===== src/rtl/clk_div_sequencer.sv =====
// Runtime-reconfigurable even-integer clock divider. Produces the divided clock, its
// divided-domain reset and edge enables, and applies divisor changes only at a falling boundary.
module clk_div_sequencer #(
  parameter int unsigned par_div_width   = 16,
  parameter int unsigned par_div_default = 1000,
  parameter int unsigned par_div_min     = 4
) (
  input  logic                     i_clk_mhz,
  input  logic                     i_rst_mhz,
  input  logic                     i_div_req,
  input  logic [par_div_width-1:0] i_div_value,
  output logic                     o_div_ack,
  output logic                     o_div_err,
  output logic                     o_busy,
  output logic                     o_clk_div,
  output logic                     o_rst_div,
  output logic                     o_ce_rise,
  output logic                     o_ce_fall
);

  localparam int unsigned CntW = par_div_width - 1;

  typedef enum logic [0:0] {StRun, StDrain} state_e;

  state_e                   state_q, state_d;
  logic [CntW-1:0]          cnt_q, cnt_d;
  logic [par_div_width-1:0] div_q, div_d;
  logic [par_div_width-1:0] pend_q, pend_d;
  logic                     clk_div_q, clk_div_d;
  logic                     rst_div_q, rst_div_d;
  logic                     ce_rise_q, ce_rise_d;
  logic                     ce_fall_q, ce_fall_d;
  logic                     ack_q, ack_d;
  logic                     err_q, err_d;

  logic [CntW-1:0] term;
  logic            tick;
  logic            fall_tick;
  logic            req_ok;

  // Half-period terminal count is D/2 - 1.
  assign term      = div_q[par_div_width-1:1] - CntW'(1);
  assign tick      = (cnt_q == term);
  assign fall_tick = tick & clk_div_q;
  assign req_ok    = ~i_div_value[0] && (i_div_value != '0) &&
                     (i_div_value >= par_div_width'(par_div_min));

  always_comb begin
    state_d   = state_q;
    cnt_d     = cnt_q + CntW'(1);
    div_d     = div_q;
    pend_d    = pend_q;
    clk_div_d = clk_div_q;
    rst_div_d = rst_div_q;
    ce_rise_d = 1'b0;
    ce_fall_d = 1'b0;
    ack_d     = 1'b0;
    err_d     = 1'b0;

    if (tick) begin
      cnt_d     = '0;
      clk_div_d = ~clk_div_q;
      // Divided-domain reset releases on the first falling toggle.
      rst_div_d = rst_div_q & ~clk_div_q;
      ce_rise_d = ~clk_div_q;
      ce_fall_d = clk_div_q;
    end

    case (state_q)
      StRun: begin
        if (i_div_req) begin
          if (req_ok) begin
            pend_d  = i_div_value;
            state_d = StDrain;
          end else begin
            ack_d = 1'b1;
            err_d = 1'b1;
          end
        end
      end
      StDrain: begin
        // Only a falling toggle seen while already draining qualifies; load and restart.
        if (fall_tick) begin
          div_d     = pend_q;
          cnt_d     = '0;
          clk_div_d = 1'b0;
          rst_div_d = 1'b1;
          ce_fall_d = 1'b1;
          ack_d     = 1'b1;
          state_d   = StRun;
        end
      end
      default: state_d = StRun;
    endcase
  end

  always_ff @(posedge i_clk_mhz or negedge i_rst_mhz) begin
    if (!i_rst_mhz) begin
      state_q   <= StRun;
      cnt_q     <= '0;
      div_q     <= par_div_width'(par_div_default);
      pend_q    <= par_div_width'(par_div_default);
      clk_div_q <= 1'b0;
      rst_div_q <= 1'b1;
      ce_rise_q <= 1'b0;
      ce_fall_q <= 1'b0;
      ack_q     <= 1'b0;
      err_q     <= 1'b0;
    end else begin
      state_q   <= state_d;
      cnt_q     <= cnt_d;
      div_q     <= div_d;
      pend_q    <= pend_d;
      clk_div_q <= clk_div_d;
      rst_div_q <= rst_div_d;
      ce_rise_q <= ce_rise_d;
      ce_fall_q <= ce_fall_d;
      ack_q     <= ack_d;
      err_q     <= err_d;
    end
  end

  assign o_div_ack = ack_q;
  assign o_div_err = err_q;
  assign o_busy    = (state_q == StDrain);
  assign o_clk_div = clk_div_q;
  assign o_rst_div = rst_div_q;
  assign o_ce_rise = ce_rise_q;
  assign o_ce_fall = ce_fall_q;

endmodule


===== config.mk =====
export PLATFORM = sky130hd
export DESIGN_NAME = clk_div_sequencer
export DESIGN_NICKNAME = d
export VERILOG_FILES = /design/src/rtl/clk_div_sequencer.sv
export SDC_FILE = /design/constraint.sdc
export NUM_CORES = 1
export LEC_CHECK = 0
export CAP_MARGIN = 25
export CORE_MARGIN = 5
export CORE_UTILIZATION = 34
export DETAILED_ROUTE_END_ITERATION = 8
export GPL_TIMING_DRIVEN = 0
export HOLD_SLACK_MARGIN = 0.08
export MAX_ROUTING_LAYER = met4
export PLACE_DENSITY = 0.65
export SLEW_MARGIN = 20
export SYNTH_ARGS = -nofsm -noshare
export SYNTH_HDL_FRONTEND = slang
export SYNTH_SLANG_ARGS = --single-unit

===== constraint.sdc =====
create_clock -name i_clk_mhz -period 3.1 [get_ports i_clk_mhz]
set_clock_uncertainty 0.15 [all_clocks]
set_input_delay 0.31 -clock i_clk_mhz [delete_from_list [all_inputs] [get_ports i_clk_mhz]]
set_output_delay 0.31 -clock i_clk_mhz [all_outputs]
set_load 0.05 [all_outputs]

# Word-level counts from Yosys, hierarchy flattened
# Cells that the tools add are included.
# word_totals
register_bits	54
# op_classes
magnitude_cmp	1
n_bitwise	5
muxes	22
add_sub_neg	2
n_eq_ne	1
reduce_logical	5
# op_table
operator	n
$mux W15	3
$mux W1	17
$ge A16 B3 Y1 const B	1
$reduce_bool A16 Y1	1
$add A15 B1 Y15 const B	1
$eq A15 B15 Y1	1
$sub A15 B1 Y15 const B	1
$pmux W1 S2	2
$not A1 Y1	3
$reduce_and A3 Y1	1
$and A1 B1 Y1	2
$logic_and A1 B1 Y1	2
$reduce_and A2 Y1	1

# Logic depth before layout (Yosys ltp)
# Gate-level depths: netlist (run 1).
# depth
ltp_word	6
depth_mapped	13
ltp_nobuf	11

# Least setup slack after synthesis (run 1)
# No wires, ideal clock.
# synth_timing
kind	reg-to-reg
startpoint	reg div_q[1]
endpoint	reg div_q[10]
arrival_ns	2.978
setup_ns	0.125
path_slack_ns	-0.153
n_path_buf	2
stages_incl_launch_ff	13
path_cell_list	dfrtp_1 > inv_1 > ha_1 > clkbuf_1 > and3b_1 > o21ai_0 > a211oi_1 > nand3_1 > nor4_1 > ha_1 > nand2_1 > clkbuf_1 > mux2_2
# synth_between
elab_chain_len	4
# synth_rtl
element	line_no	text
start: declaration	27	logic [par_div_width-1:0] div_q, div_d;
start signal: assignment	101	div_q <= par_div_width'(par_div_default);
start signal: assignment	112	div_q <= div_d;
$sub A15 B1 Y15	42	assign term = div_q[par_div_width-1:1] - CntW'(1);
$eq A15 B15 Y1	43	assign tick = (cnt_q == term);
$and A1 B1 Y1	44	assign fall_tick = tick & clk_div_q;
$reduce_and A2 Y1 (no source line)	n/a	
# No other way between the ends.
# A chain may end at the register's enable or synchronous reset.

# Worst setup path in the final report (run 1)
# layout_timing
startpoint	reg div_q[2]
endpoint	reg div_q[10]
# The elaborated chain is that of the path after synthesis.

==> out/summary.txt, run 1 <==
status: completed
Final Hold Fails: 0
multi-input logic area: 1350 um2
ant diodes: 0
register area: 1320 um2
Area growth, synth to finish: 24.9%
EDFF count, synth: 0
root buffer cell: clkbuf_8
Arr. time, crit path: 3.08 ns
CP max-delay cell: dfrtp_2
Syn Std Cell Area: 2660 um2
most used routing layer: met2
reg2reg start: div_q[2]
Antenna Nets Post-Route: 0
CORE AREA: 7690 um2
Slew @ Worst Pin: 0.635 ns
sequential share of the synthesized area: 49.5%
Synth area leaders: dfrtp_1 37%, dfstp_2 13%, mux2_2 13%
drt wl/cell: 14.1 um
Post-route DRC: 0
CP Cell Sequence: inv_1 -> ha_1 -> buf_6 -> and3b_1 -> o21ai_0 -> a211oi_2 -> nand3_2 -> nor4_4 -> ha_1 -> nand2_4 -> clkbuf_8 -> mux2_2
CP Class: register to register
setup violators final: 0
clock sink count: 52
met3 Usage GRT: 1.98%
Worst R2R Setup Slack: 0.06 ns
reg2reg path depth: 12
Syn Area/Cell: 11.5 um2
detail-routed via count per cell: 4.97
#FFs+latches synth: 52
Initial DRT Pass Iterations: 4
Mapped Cells: 232
global routing usage on met2: 19.1%
Max Transition Viols Final: 0
Nets: 298
Die ar.: 9690 um2
Min Clock Period, post-route: 3.04 ns
Power Dens Cells: 347 nW/um2
global-route wire length before repair: 8.69 mm
most used cell, CP: ha_1
Critical Path Sink Type: register
predominant post-synthesis flop cell: dfrtp_1
Synth area leader: dfrtp_1
antenna violations before repair: 0
asr flop ratio synth: 100%
CTS tree: built
clk_lat worst skew: 0.30 ns
Hold Startpoint: o_rst_div
Overall Power: 1.15 mW
Clock Path Buffers: 2
Hold Path Depth: 2
synthesized net count: 256
total gr overflow: 0
die span in x: 98.5 um
DPL Wire Length: 3.83 mm
fmax: 0.329 GHz
Critical Path Max Stage Delay: 0.46 ns
crit path launch type: register
Rows: 32
largest net degree at the start of global routing: 53
Die Ht: 98.5 um
Iteration-0 DRC Markers: 75
Req. time, crit path: 3.14 ns
Slew HR: 57.7%
vias in the first global route: 1837
maxcap violations: 0
Hold/Removal Path Class: register to register
met1 Use GR: 13.9%
clock slew at reported path FFs: 0.09 ns
GR Util All Layers: 11.3%
layout cells sized above 1: 29.8%
Yosys cell types: 44
H-Tree Depth: 2
fin crit share: 97.9%
PortBufs: 25
Layout Cells excl Fill: 377
WL final: 5.33 mm
Setup crit start: div_q[2]
CP Max Fanout: 10
Yosys top cell area share: 36.7%
placed cells: 359
DR vias: 1873
clock buffer count from CTS: 5
Initial Util: 34.6%
Yosys warning total: 0
peak supply drop: 0.225 mV
fillers: 731
Top Ports: 26
Leakage: 1.53 nW
routability cong.: 0.876
-- cells in the mapped netlist (2+ instances only) --
cell type,instances
a211oi_1,2
a21oi_1,5
and3_1,3
buf_6,2
clkbuf_1,4
dfrtp_1,39
dfstp_2,13
ha_1,5
inv_1,10
mux2_2,30
nand2_1,7
nand3_1,10
nand3b_1,2
nand4_1,5
nor2_1,25
nor3_1,4
nor3b_1,4
nor4_1,6
o21ai_0,3
xnor2_1,20
xor2_1,10
-- report_power, final --
group,switching [mW],internal (mW)
sequential,0,0.679
combinational,0.0192,0.0217
clock,0.220,0.212
-- layout by cell type, fill, tap and decap left out, drive strengths merged, types with 3 or more instances in the layout --
| cell type | synthesis | layout |
|---|---|---|
| dfrtp | 39 | 39 |
| mux2 | 30 | 30 |
| nor2 | 25 | 25 |
| clkdlybuf4s50 | 0 | 24 |
| xnor2 | 20 | 20 |
| dfstp | 13 | 13 |
| buf | 2 | 13 |
| inv | 10 | 11 |
| xor2 | 10 | 10 |
| nand3 | 10 | 10 |
| clkbuf | 4 | 10 |
| nand2 | 8 | 8 |
| nor4 | 8 | 8 |
| a21oi | 5 | 5 |
| nand4 | 5 | 5 |
| ha | 5 | 5 |
| nor3b | 4 | 4 |
| nor3 | 4 | 4 |
| and3 | 3 | 3 |
| o21ai | 3 | 3 |
-- worst paths after layout --
check                            end
max in group asynchronous   div_q[1]
hold / removal             o_rst_div
min in group asynchronous   cnt_q[9]
hold reg to reg            o_rst_div
setup / recovery           div_q[10]
setup reg to reg           div_q[10]
-- worst max-delay path, delay by kind of cell (launching register included) --
family | cells | cell delay [ns]
flops | 1 | 0.46
mux | 1 | 0.27
simple gates | 4 | 0.68
compound gates | 2 | 0.47
buf+inv | 3 | 0.43
fa+ha+maj | 2 | 0.46
-- flip-flops by register name, summed over array words and instances (netlist names) --
signal / count
o_div_ack: 1
o_ce_fall: 1
o_clk_div: 1
o_div_err: 1
o_rst_div: 1
o_busy: 1
pend_q: 15
div_q: 15
o_ce_rise: 1
cnt_q: 15
-- stage by stage --
step	area [um2]	hold slack (ns)	TNS, ns	utilization, %	setup slack [ns]
detailed placement	3040	0.227	-13.95	39.6	-0.710
global placement	3050	0.319	-13.30	39.6	-0.697
global route	3320	0.370	-0.106	43.2	-0.0200
CTS	3240	0.337	0	42.1	0.00679
finish	3320	0.338	0	43.2	0.0637
floorplan	2670	-0.136	0	-	0.0321
-- timing repair --
item | CTS | global route
hold buffers | 1 | 0
setup buffers | 3 | 5
pin swaps | 4 | 2
endpoints found under the setup margin | 31 | 22
resized for setup | 12 | 11
hold endpoints to repair | 39 | 0
gates cloned | 1 | 0
-- cell families after synthesis --
group,after synthesis,synth area share [%]
AND/OR/NAND/NOR,79,16.8
flip-flops,52,49.5
XOR/XNOR,30,9.88
multiplexers,30,12.7
AO/OA/AOI/OAI,20,5.88
buffers and inverters,16,2.82
adder cells (fa/ha/maj),5,2.35
-- layout make-up --
class                      instances  share of cell area, %
inverter                          10                   1.13
buffer                             6                   1.66
sequential                        52                   39.8
clock buffer                       7                   2.94
tap                              102                   3.84
timing repair buffer              35                   9.79
clock inverter                     1                  0.264
multi-input combinational        164                   40.6
-- per-layer routing --
layer / routed length [um] / vias to the layer above
met5: 0 / -
met4: 99 / 0
met3: 120 / 13
met2: 2700 / 32
met1: 2410 / 916
li1: - / 912
Power figures use the tool's default switching activity.
==> run 2: changes to the inputs <==
--- a/config.mk
+++ b/config.mk
@@ -6,6 +6,7 @@
 export NUM_CORES = 1
 export LEC_CHECK = 0
 export CAP_MARGIN = 25
+export CORE_ASPECT_RATIO = 0.7
 export CORE_MARGIN = 5
 export CORE_UTILIZATION = 34
 export DETAILED_ROUTE_END_ITERATION = 8
==> run 2 against run 1 <==
Effect of this change:
- clock-buffer cell count is 2 lower
- first-iteration DRC count is 5.3% higher
- wire length is 3.1% higher
- final area is 1.2% higher
- core utilization is 0.24 points higher
- combinational power hardly changed
- worst hold slack worse by 0.0035 ns
- register-to-register slack better by 0.05 ns
- sequential share of layout area is 0.51 points lower
- global-route usage is 1.2 points higher
- cell count is 0.80% higher
- non-clock buffer count is 4 higher
- largest power group unchanged
- highest routed layer unchanged
==> out/summary.txt, run 2 (same netlist as run 1, synthesis figures left out) <==
Critical Path Max Stage Delay: 0.56 ns
Die ar.: 9720 um2
maxcap violations: 0
Max Transition Viols Final: 0
Initial DRT Pass Iterations: 4
clock sink count: 52
clock slew at reported path FFs: 0.11 ns
Critical Path Sink Type: register
root buffer cell: clkbuf_8
most used cell, CP: nor4_4
Slew HR: 57.1%
Hold/Removal Path Class: register to register
H-Tree Depth: 2
Fin Hold WS: 0.334 ns
crit path launch type: register
clk_lat worst skew: 0.32 ns
die span in x: 116 um
CTS tree: built
post-layout util: 43.5%
RSZ-0062 raised after global routing: false
drt wl/cell: 14.5 um
Final TNS setup: 0 ns
Iteration-0 DRC Markers: 79
setup violators final: 0
status: completed
most frequent cells in the layout: 37 x dfrtp_1, 30 x mux2_2, 25 x nor2_1, 24 x clkdlybuf4s50_1, 19 x xnor2_1
Arr. time, crit path: 3.05 ns
most common cell after layout, fill and taps aside: dfrtp_1
CP max-delay cell: or4_1
PnR worst setup slack: 0.109 ns
total gr overflow: 0
detail-routed via count per cell: 4.97
Rows: 27
CP Cell Sequence: nor4_4 -> buf_4 -> nand2_2 -> or4_1 -> nand4b_4 -> nor4_4 -> ha_2 -> nand2_4 -> clkbuf_8 -> mux2_2
CP Class: register to register
Nets: 302
CORE AREA: 7740 um2
placed inst area: 3040 um2
Die Ht: 84.0 um
Clock Path Buffers: 2
Req. time, crit path: 3.16 ns
Final Hold Fails: 0
Slew @ Worst Pin: 0.643 ns
clock buffer count from CTS: 5
largest net degree at the start of global routing: 53
Leakage: 1.55 nW
DR vias: 1887
routability cong.: 0.827
CP Max Fanout: 10
Min Clock Period, post-route: 2.99 ns
fin crit share: 96.5%
layout cells sized above 1: 32.3%
Area growth, synth to finish: 26.4%
Setup WS pre-CTS: -0.665 ns
Antenna Nets Post-Route: 0
global-route wire length before repair: 9.46 mm
peak supply drop: 0.171 mV
Final Instance Area: 3360 um2
Top Ports: 26
ant diodes: 0
GR Util All Layers: 12.4%
Post-route DRC: 0
Power Dens Cells: 337 nW/um2
vias in the first global route: 1950
PortBufs: 25
antenna violations before repair: 0
Initial Util: 34.4%
WL final: 5.50 mm
top flop regs: cnt_q (15), div_q (15), pend_q (15)
DPL Wire Length: 4.00 mm
fmax: 0.334 GHz
## run 2: final timing paths
path                            from          to  slack, ns  depth (start not counted)
max in group asynchronous  i_rst_mhz    div_q[1]       1.93                          2
max reg2reg                 div_q[4]   div_q[10]       0.11                         10
min                        o_rst_div   o_rst_div       0.33                          2
max                         div_q[4]   div_q[10]       0.11                         10
min reg2reg                o_rst_div   o_rst_div       0.33                          2
min in group asynchronous  i_rst_mhz  pend_q[13]       0.38                          2
## run 2: through the flow
step                total power, mW  instances
floorplan                     0.693        232
global placement              0.733        358
detailed placement            0.733        358
CTS                            1.15        376
global route                   1.19        380
finish                         1.13        380
## run 2: timing repair
| item | CTS | global route |
|---|---|---|
| gates resized for setup | 13 | 12 |
| endpoints found under the hold margin | 39 | 0 |
| endpoints found under the setup margin | 32 | 26 |
| hold buffers | 1 | 0 |
| gates cloned | 1 | 0 |
| buffers inserted | 8 | 4 |
| pin swaps | 5 | 5 |
## run 2: area by class of cell
class,instances,area [um2]
Timing Repair Buffer,39,355
Clock buffer,5,68.8
Sequential cell,52,1320
Tap cell,101,126
Multi-Input combinational cell,164,1370
Fill cell,718,4370
Inverter,10,37.5
Buffer,6,57.6
Clock inverter,3,25.0
## run 2: worst max-delay path, delay by kind of cell (launching register included)
kind | cells | cell delay [ns]
multiplexers | 1 | 0.34
AND/OR/NAND/NOR | 6 | 1.29
buffers and inverters | 2 | 0.40
flip-flops | 1 | 0.49
adder cells (fa/ha/maj) | 1 | 0.23
## run 2: power by group
group | internal (mW) | leakage (nW) | switching (mW) | total [mW]
registers | 0.679 | 0.656 | 0 | 0.679
clock network | 0.165 | 0.0452 | 0.250 | 0.415
logic | 0.0217 | 0.851 | 0.0189 | 0.0406
## run 2: layer usage
metal | vias to the layer above | track usage (%) | wire length [um]
met5 | - | - | 0
met4 | 0 | 3.58 | 52
met3 | 9 | 2.39 | 216
met2 | 45 | 17.4 | 2430
met1 | 917 | 18.2 | 2800
li1 | 916 | - | -
